$ cat config.mk
export PLATFORM = sky130hd
export DESIGN_NAME = clmul_karatsuba_seq
export DESIGN_NICKNAME = d
export VERILOG_FILES = /design/src/rtl/clmul_karatsuba_seq.sv
export SDC_FILE = /design/constraint.sdc
export NUM_CORES = 1
export LEC_CHECK = 0
export BUFFER_PORTS_ARGS = -buffer_cell sky130_fd_sc_hd__buf_2
export CORE_ASPECT_RATIO = 0.75
export CORE_MARGIN = 2
export CORE_UTILIZATION = 30
export CTS_CLUSTER_DIAMETER = 100
export DETAILED_ROUTE_END_ITERATION = 6
export GPL_ROUTABILITY_DRIVEN = 0
export PLACE_DENSITY_LB_ADDON = 0.25
export SYNTH_ARGS = -nofsm -noshare
export SYNTH_HDL_FRONTEND = slang
export SYNTH_SLANG_ARGS = --single-unit
$ cat constraint.sdc
create_clock -name clk -period 9.03 [get_ports clk]
set_clock_uncertainty 0.2 [all_clocks]
set_input_delay 1.806 -clock clk [delete_from_list [all_inputs] [get_ports clk]]
set_output_delay 1.806 -clock clk [all_outputs]
set_load 0.005 [all_outputs]
$ cat src/rtl/clmul_karatsuba_seq.sv
`default_nettype none
// ============================================================================
// Module   : clmul_karatsuba_seq
// Brief    : Sequential carry-less (GF(2)) W x W multiplier using one
//            Karatsuba level. The three half-width sub-products share a
//            single combinational W/2-bit multiplier and take one cycle each.
//            Define CLMUL_REDUCE_EN to add a bit-serial reduction modulo
//            x^W + POLY after the product is formed.
// Revision : 1.0 - initial release
// ============================================================================
module clmul_karatsuba_seq #(
  parameter int             W    = 16,
  parameter logic [W-1:0]   POLY = 16'h100B
) (
  input  logic             clk,
  input  logic             rst,
  input  logic             in_valid,
  output logic             in_ready,
  input  logic [W-1:0]     a,
  input  logic [W-1:0]     b,
  output logic             out_valid,
  input  logic             out_ready,
  output logic [2*W-1:0]   prod
);

  localparam int H = W / 2;

  typedef enum logic [2:0] {
    IDLE = 3'd0,
    P0   = 3'd1,
    P1   = 3'd2,
    P2   = 3'd3,
    RED  = 3'd4,
    OUT  = 3'd5
  } state_t;

  state_t          state;
  state_t          state_nx;
  logic            accept;
  logic [W-1:0]    a_q;
  logic [W-1:0]    b_q;
  logic [W-1:0]    d0;
  logic [W-1:0]    d1;
  logic [H-1:0]    mul_x;
  logic [H-1:0]    mul_y;
  logic [W-1:0]    mul_p;
  logic [2*W-1:0]  prod_raw;

  // Half-width carry-less multiply; result is W bits with the top bit always 0.
  function automatic logic [W-1:0] clmul_half(input logic [H-1:0] x, input logic [H-1:0] y);
    logic [W-1:0] acc;
    acc = '0;
    for (int k = 0; k < H; k++) begin
      if (y[k]) acc = acc ^ ({{H{1'b0}}, x} << k);
    end
    return acc;
  endfunction

`ifdef CLMUL_REDUCE_EN
  localparam int CW = $clog2(2 * W);
  logic [CW-1:0]   cnt;
  logic [2*W-1:0]  red_step;

  // One reduction step: fold bit cnt back into the lower bits via POLY.
  always_comb begin
    red_step = prod;
    if (prod[cnt]) begin
      red_step = prod ^ ({{(2*W-1){1'b0}}, 1'b1} << cnt)
                      ^ ({{W{1'b0}}, POLY} << (cnt - CW'(W)));
    end
  end
`else
  logic unused_poly;
  assign unused_poly = ^POLY;
`endif

  assign accept = in_valid & in_ready;

  // Next-state and handshake outputs.
  always_comb begin
    state_nx  = state;
    in_ready  = 1'b0;
    out_valid = 1'b0;
    case (state)
      IDLE: begin
        in_ready = 1'b1;
        if (in_valid) state_nx = P0;
      end
      P0: state_nx = P1;
      P1: state_nx = P2;
`ifdef CLMUL_REDUCE_EN
      P2: state_nx = RED;
      RED: if (cnt == CW'(W)) state_nx = OUT;
`else
      P2: state_nx = OUT;
`endif
      OUT: begin
        out_valid = 1'b1;
        in_ready  = out_ready;
        if (out_ready) state_nx = in_valid ? P0 : IDLE;
      end
      default: state_nx = IDLE;
    endcase
  end

  // Steer the shared multiplier: lo*lo, (lo^hi)*(lo^hi), hi*hi.
  always_comb begin
    mul_x = a_q[H-1:0];
    mul_y = b_q[H-1:0];
    case (state)
      P1: begin
        mul_x = a_q[H-1:0] ^ a_q[W-1:H];
        mul_y = b_q[H-1:0] ^ b_q[W-1:H];
      end
      P2: begin
        mul_x = a_q[W-1:H];
        mul_y = b_q[W-1:H];
      end
      default: ;
    endcase
  end

  assign mul_p = clmul_half(mul_x, mul_y);

  // Karatsuba recombination; in P2 the multiplier output is d2.
  assign prod_raw = {mul_p, {W{1'b0}}}
                  ^ {{H{1'b0}}, d0 ^ d1 ^ mul_p, {H{1'b0}}}
                  ^ {{W{1'b0}}, d0};

  // State register.
  always_ff @(posedge clk or posedge rst) begin
    if (rst) state <= IDLE;
    else     state <= state_nx;
  end

  // Operand capture, sub-product registers and product register.
  always_ff @(posedge clk or posedge rst) begin
    if (rst) begin
      a_q  <= '0;
      b_q  <= '0;
      d0   <= '0;
      d1   <= '0;
      prod <= '0;
`ifdef CLMUL_REDUCE_EN
      cnt  <= '0;
`endif
    end else begin
      if (accept) begin
        a_q <= a;
        b_q <= b;
      end
      case (state)
        P0: d0 <= mul_p;
        P1: d1 <= mul_p;
        P2: begin
          prod <= prod_raw;
`ifdef CLMUL_REDUCE_EN
          cnt  <= CW'(2 * W - 2);
`endif
        end
`ifdef CLMUL_REDUCE_EN
        RED: begin
          prod <= red_step;
          if (cnt != CW'(W)) cnt <= cnt - 1'b1;
        end
`endif
        default: ;
      endcase
    end
  end

endmodule
`default_nettype wire

==> results.rst, run 1 <==
.. list-table::
   :header-rows: 1

   * - Metric
     - Value
   * - Result of the run
     - complete, no violations
   * - Number of nets in the layout
     - 630
   * - Worst hold-check path type
     - register to register
   * - Normalized max-slew margin
     - 31.0%
   * - Library cell appearing most often on the critical path
     - sky130_fd_sc_hd__buf_2
   * - Total nets after synthesis
     - 581
   * - Post-synthesis instance total
     - around 550
   * - Maximum fanout encountered on the critical timing path
     - 3
   * - HPWL reported at the end of detailed placement
     - around 9400 µm
   * - Final antenna-violating net count
     - 0
   * - Via density per instance
     - 4.85
   * - Die Area
     - 19,300 µm²
   * - I/O pin cnt
     - 70
   * - Tmin final
     - 4.35 ns
   * - Gates resized, CTS repair
     - 0
   * - CP cell instances
     - buf_2, nand3_1, a21oi_1, buf_2
   * - Count of buffers added by post-CTS timing repair for setup
     - 0
   * - Max Slew Vio Count
     - 0
   * - Routed Wire Length
     - 12,700 µm
   * - Worst R2R Path Depth
     - 8
   * - Mapped Avg Cell Area
     - 10.0 µm²
   * - Number of rows in the core area
     - 42
   * - Data arrival, critical path
     - 2.35 ns
   * - Routed vias
     - just over 4,000
   * - Sink Count
     - 96
   * - Worst-case clock buffer depth
     - 2
   * - Register Area
     - between 2000 and 2500 µm²
   * - Clock latency on the worst-skew pair
     - 0.34 ns
   * - Slowest stage delay, CP
     - ~0.22 ns
   * - Worst hold path stage count
     - 2
   * - Via count of the first global-routing pass
     - 3,986
   * - Area overhead of the layout relative to synthesis
     - 14.8%
   * - H-tree level count
     - 3
   * - RSZ-0062 raised after global routing
     - false
   * - Total of buffers placed on input and output ports
     - 68
   * - Mapped cell area
     - roughly 5500 µm²
   * - Highest clock frequency the design can meet
     - 230 MHz
   * - Total inserted antenna cells
     - 0
   * - Overall die width
     - about 160 µm
   * - Routed wire length per instance
     - 15.1 µm
   * - Height of the die
     - ~120 µm
   * - Wire length of the first global-routing pass
     - 20,900 µm
   * - Total setup violations reported at the end of the flow
     - 0
   * - TritonCTS clock tree
     - yes
   * - Final hold violations
     - 0
   * - Fraction of final layout cells with drive strength greater than 1
     - 24.5%
   * - Post-CTS Hold Fix Bufs
     - 0
   * - Yosys warning total
     - 0
   * - Initial core utilization
     - 30.8%
   * - Clock root buffer master
     - sky130_fd_sc_hd__clkbuf_16
   * - Cell depth of the worst setup path
     - 4
   * - Max-cap violations
     - 0
   * - Setup crit end kind
     - output pin
   * - Worst Path Buf+Inv
     - 2
   * - Total Neg Setup Slack
     - 0 ns
   * - Overall routing resource usage
     - 13.5%
   * - Number of antenna violations at the first check in global routing
     - 0
   * - Delay-heaviest family, CP
     - buffers and inverters
   * - Placeable core region
     - 17,700 µm²
   * - Number of DRC markers in iteration 0
     - 389
   * - Crit share post-route
     - approximately half
   * - CP startpoint kind
     - input pin
   * - Setup Crit Path Kind
     - input pin to output pin
   * - Filler Cell Count
     - 1,811
   * - Library cell contributing the largest single delay on the critical path
     - sky130_fd_sc_hd__a21oi_1
   * - Detailed-route DRC error count
     - 0
   * - Register-to-Register Setup Slack
     - 5.11 ns
   * - FF+latch count, synth
     - 96
   * - Pin count of the biggest net entering global routing
     - a little over 80
   * - CTS buffer count
     - 9
   * - Clock-pin slew of the registers on the worst-case setup and hold paths
     - 0.07 ns
   * - CP required
     - roughly 7 ns
   * - Worst-margin pin slew
     - 1.04 ns
   * - Synth unique cells
     - 44
   * - Overflow after GRT
     - 0
   * - Sequential fraction of the synthesis area
     - between 40 and 50%
   * - Area taken by multi-input logic gates
     - 2830 µm²
   * - Number of detailed-route iterations in the first pass
     - 5
-- final timing paths --
path,startpoint,endpoint
worst max-delay path,out_ready,in_ready
worst min-delay path,prod[25]$_DFFE_PP0N_,prod[25]$_DFFE_PP0N_
worst max register to register,state[0]$_DFFE_PP0P_,prod[21]$_DFFE_PP0N_
worst min register to register,prod[25]$_DFFE_PP0N_,prod[25]$_DFFE_PP0N_
max in group asynchronous,rst,a_q[11]$_DFFE_PP0P_
min in group asynchronous,rst,prod[16]$_DFFE_PP0N_
-- stage by stage --
stage	hold WS (ns)	instance area [µm²]	util (%)	worst slack, ns	instances
floorplan	0.252	5450	-	4.52	545
global placement	0.263	5950	33.6	4.72	825
detailed placement	0.267	5950	33.6	4.68	825
CTS	0.284	6260	35.3	4.67	841
global route	0.316	6260	35.3	4.65	841
finish	0.274	6260	35.3	4.68	841
-- layout by cell type (no fill, tap or decap), drive strengths merged, types with 7 or more instances in the layout --
cell	n
a21oi	14
nand3	10
or2	7
or3	12
nand2	95
mux2	44
xnor3	13
and3	8
xnor2	48
a211oi	8
xor2	10
o21ai	53
o22ai	9
nor2	34
clkbuf	10
o211ai	16
buf	72
inv	13
dfrtp	96
-- sequential cells by signal, indices dropped and copies added (netlist names) --
signal	count
a_q	16
d0	15
prod	31
b_q	16
state	3
d1	15
-- worst min-delay path: cells and delay by family, from the launching register on --
family	cells	cell delay [ns]
AO/OA/AOI/OAI	1	0.06
flip-flops	1	0.34
AND/OR/NAND/NOR	1	0.04
-- cells by family after synthesis --
| group | share of synthesized area, % |
|---|---|
| flip-flops | 44.1 |
| AO/OA/AOI/OAI | 12.2 |
| XOR/XNOR | 15.9 |
| multiplexers | 9.09 |
| buffers and inverters | 3.97 |
| other | 0.0688 |
| AND/OR/NAND/NOR | 14.7 |
-- synthesized netlist by cell type (all sizes together) --
library cell  number  area share, %
a211oi             8            1.1
a21boi             1           0.14
a21o               1           0.14
a21oi             14            1.4
a22oi              3           0.41
a41oi              3           0.48
and3               8           0.92
buf               18            2.1
clkbuf            16            1.1
conb               1          0.069
dfrtp             96             44
inv               11           0.76
mux2              44            9.1
nand2             95            6.5
nand2b             1           0.11
nand3             10           0.92
nand3b             3           0.41
nand4              2           0.23
nor2              34            2.5
nor2b              2           0.37
nor3               1          0.092
nor4               2           0.23
o211ai            16            2.2
o21ai             53            4.9
o22ai              9            1.5
or2                7           0.80
or3               12            1.4
or3b               1           0.16
xnor2             48            8.1
xnor3             13            5.4
xor2              10            1.6
xor3               2           0.87
-- cell type report --
type                            count  share of cell area, %
Timing Repair Buffer               72                   5.92
Multi-Input combinational cell    404                   45.3
Clock buffer                       10                   3.82
Sequential cell                    96                   38.4
Tap cell                          242                   4.84
Inverter                           11                  0.700
Clock inverter                      6                   1.06
-- metal layers --
layer	vias up	share of wire [%]	global-route usage (%)
met1	1960	49	19.5
met5	-	0	0
li1	1960	-	-
met2	141	43	20.6
met4	0	1.5	3.69
met3	22	5.9	2.88
Power of run 1 is not shown: default switching activity piles up to over one toggle a cycle in this logic, so the estimate is an artifact.
==> inputs of run 2 (changes only) <==
==> constraint.sdc (replaced) <==
create_clock -name clk -period 4 [get_ports clk]
set_clock_uncertainty 0.2 [all_clocks]
set_input_delay 0.8 -clock clk [delete_from_list [all_inputs] [get_ports clk]]
set_output_delay 0.8 -clock clk [all_outputs]
set_load 0.005 [all_outputs]
==> results.rst, run 2 (synthesis results as in run 1) <==
.. list-table::
   :header-rows: 1

   * - Metric
     - Value
   * - Result of the run
     - complete, no violations
   * - I/O pin cnt
     - 70
   * - CTS buffer count
     - 9
   * - RSZ-0062 raised after global routing
     - false
   * - Worst hold-check path type
     - register to register
   * - Overall routing resource usage
     - 14.5%
   * - TritonCTS clock tree
     - yes
   * - Via count of the first global-routing pass
     - around 4,000
   * - Clock root buffer master
     - sky130_fd_sc_hd__clkbuf_16
   * - Highest clock frequency the design can meet
     - 286 MHz
   * - Routed vias
     - 4,097
   * - Total setup violations reported at the end of the flow
     - 0
   * - Max FFs per register
     - 31
   * - Number of antenna violations at the first check in global routing
     - 0
   * - Total of buffers placed on input and output ports
     - 68
   * - Count of buffers added by post-CTS timing repair for setup
     - 0
   * - Height of the die
     - 121 µm
   * - Number of detailed-route iterations in the first pass
     - 5
   * - Worst-case clock buffer depth
     - 2
   * - Post-CTS Hold Fix Bufs
     - 0
   * - Setup Crit Path Kind
     - register to register
   * - Maximum fanout encountered on the critical timing path
     - 22
   * - Clock-pin slew of the registers on the worst-case setup and hold paths
     - 0.07 ns
   * - Library cell contributing the largest single delay on the critical path
     - sky130_fd_sc_hd__a21oi_1
   * - Total inserted antenna cells
     - 0
   * - Worst Path Buf+Inv
     - 0
   * - Worst hold-check slack
     - 0.275 ns
   * - Total Neg Setup Slack
     - 0 ns
   * - Cell depth of the worst setup path
     - 8
   * - Placed standard-cell area
     - between 5000 and 6000 µm²
   * - Fraction of final layout cells with drive strength greater than 1
     - 24.8%
   * - Delay-heaviest family, CP
     - XOR/XNOR gates
   * - Routed Wire Length
     - approximately 13,000 µm
   * - Data arrival, critical path
     - 3.53 ns
   * - Tmin final
     - 3.49 ns
   * - Max-cap violations
     - 0
   * - Initial core utilization
     - 30.8%
   * - Detailed-route DRC error count
     - 0
   * - Final instance count without filler cells
     - roughly 840
   * - HPWL reported at the end of detailed placement
     - slightly below 10,000 µm
   * - Final std cell area, no fill
     - between 6000 and 7000 µm²
   * - Sink Count
     - 96
   * - Clock latency on the worst-skew pair
     - 0.35 ns
   * - Number of nets in the layout
     - ~630
   * - Normalized max-slew margin
     - 36.5%
   * - Max Slew Vio Count
     - 0
   * - Largest register by flop count
     - prod
   * - Final antenna-violating net count
     - 0
   * - Top library cells by usage in the layout, fill and taps aside
     - sky130_fd_sc_hd__dfrtp_1 (96), sky130_fd_sc_hd__nand2_1 (95), sky130_fd_sc_hd__buf_2 (68), sky130_fd_sc_hd__o21ai_0 (49), sky130_fd_sc_hd__xnor2_1 (47)
   * - CP cell instances
     - nor2b_4, a21oi_1, a21oi_1, nand2_1, xnor2_1, xnor2_1, xnor3_1, mux2_2
   * - Placeable core region
     - 17,700 µm²
   * - Worst R2R Path Depth
     - 8
   * - Overall die width
     - between 150 and 200 µm
   * - Overflow after GRT
     - 0
   * - Via density per instance
     - 4.86
   * - Wire length of the first global-routing pass
     - around 22,000 µm
   * - Crit share post-route
     - 87.3%
   * - Number of DRC markers in iteration 0
     - 328
   * - Placed cells
     - 827
   * - Setup crit end kind
     - register
   * - Area overhead of the layout relative to synthesis
     - 16.2%
   * - Final hold violations
     - 0
   * - Routed wire length per instance
     - about 15 µm
   * - Commonest non-fill, non-tap cell in the layout
     - sky130_fd_sc_hd__dfrtp_1
   * - CP required
     - 4.04 ns
   * - Die Area
     - 19,300 µm²
   * - Worst hold path stage count
     - 2
   * - Gates resized, CTS repair
     - 0
   * - CP startpoint kind
     - register
   * - Worst-margin pin slew
     - ~0.95 ns
   * - Registers with the most flip-flops
     - prod: 31 flops, a_q: 16 flops, b_q: 16 flops
   * - Number of rows in the core area
     - 42
   * - H-tree level count
     - 3
   * - Pin count of the biggest net entering global routing
     - 51
   * - Slowest stage delay, CP
     - 0.67 ns
run 2: cell types whose count changed in the layout (fill, tap and decap cells not counted):
| cell | before | now |
|---|---|---|
| sky130_fd_sc_hd__clkinv_2 | 2 | 0 |
| sky130_fd_sc_hd__buf_4 | 4 | 5 |
| sky130_fd_sc_hd__buf_12 | 0 | 1 |
| sky130_fd_sc_hd__clkinvlp_4 | 0 | 2 |
| sky130_fd_sc_hd__clkinv_4 | 1 | 0 |
| sky130_fd_sc_hd__inv_6 | 2 | 1 |
| sky130_fd_sc_hd__bufinv_16 | 1 | 3 |
run 2: final timing paths:
path | from | endpoint | slack (ns)
max in group asynchronous | rst | d1[4]$_DFFE_PP0P_ | 2.59
worst min-delay path | prod[16]$_DFFE_PP0N_ | prod[16]$_DFFE_PP0N_ | 0.28
worst max-delay path | state[1]$_DFFE_PP0P_ | prod[15]$_DFFE_PP0N_ | 0.51
worst min register to register | prod[16]$_DFFE_PP0N_ | prod[16]$_DFFE_PP0N_ | 0.28
min in group asynchronous | rst | d1[8]$_DFFE_PP0P_ | 0.32
worst max register to register | state[1]$_DFFE_PP0P_ | prod[15]$_DFFE_PP0N_ | 0.51
run 2: per-layer routing:
layer / up-vias / share of wire (%) / wire length (µm) / GRT usage, %
met5: - / 0 / 0 / 0
met4: 0 / 1.5 / 193 / 4.94
met3: 17 / 6.9 / 898 / 3.74
met2: 121 / 44 / 5700 / 21.1
met1: 1992 / 48 / 6270 / 20.7
li1: 1967 / - / - / -
run 2: worst register-to-register path: stages, from the launching register on:
cell                      delay, ns
sky130_fd_sc_hd__dfrtp_1       0.51
sky130_fd_sc_hd__nor2b_4       0.57
sky130_fd_sc_hd__a21oi_1       0.14
sky130_fd_sc_hd__a21oi_1       0.67
sky130_fd_sc_hd__nand2_1       0.15
sky130_fd_sc_hd__xnor2_1       0.18
sky130_fd_sc_hd__xnor2_1       0.26
sky130_fd_sc_hd__xnor3_1       0.44
sky130_fd_sc_hd__mux2_2        0.26
run 2: through the flow:
| stage | utilization [%] | setup WS, ns |
|---|---|---|
| after floorplan | - | 0.495 |
| after global placement | 33.8 | 0.725 |
| after detailed placement | 33.8 | 0.612 |
| after CTS | 35.8 | 0.570 |
| after global routing | 35.8 | 0.329 |
| final | 35.8 | 0.509 |
run 2: cell type report:
class | count | area, µm²
Clock buffer | 10 | 239
Clock inverter | 6 | 114
Fill cell | 1767 | 11400
Inverter | 11 | 43.8
Multi-Input combinational cell | 404 | 2830
Sequential cell | 96 | 2400
Tap cell | 242 | 303
Timing Repair Buffer | 74 | 398
Power of run 2 is left out for the same reason.
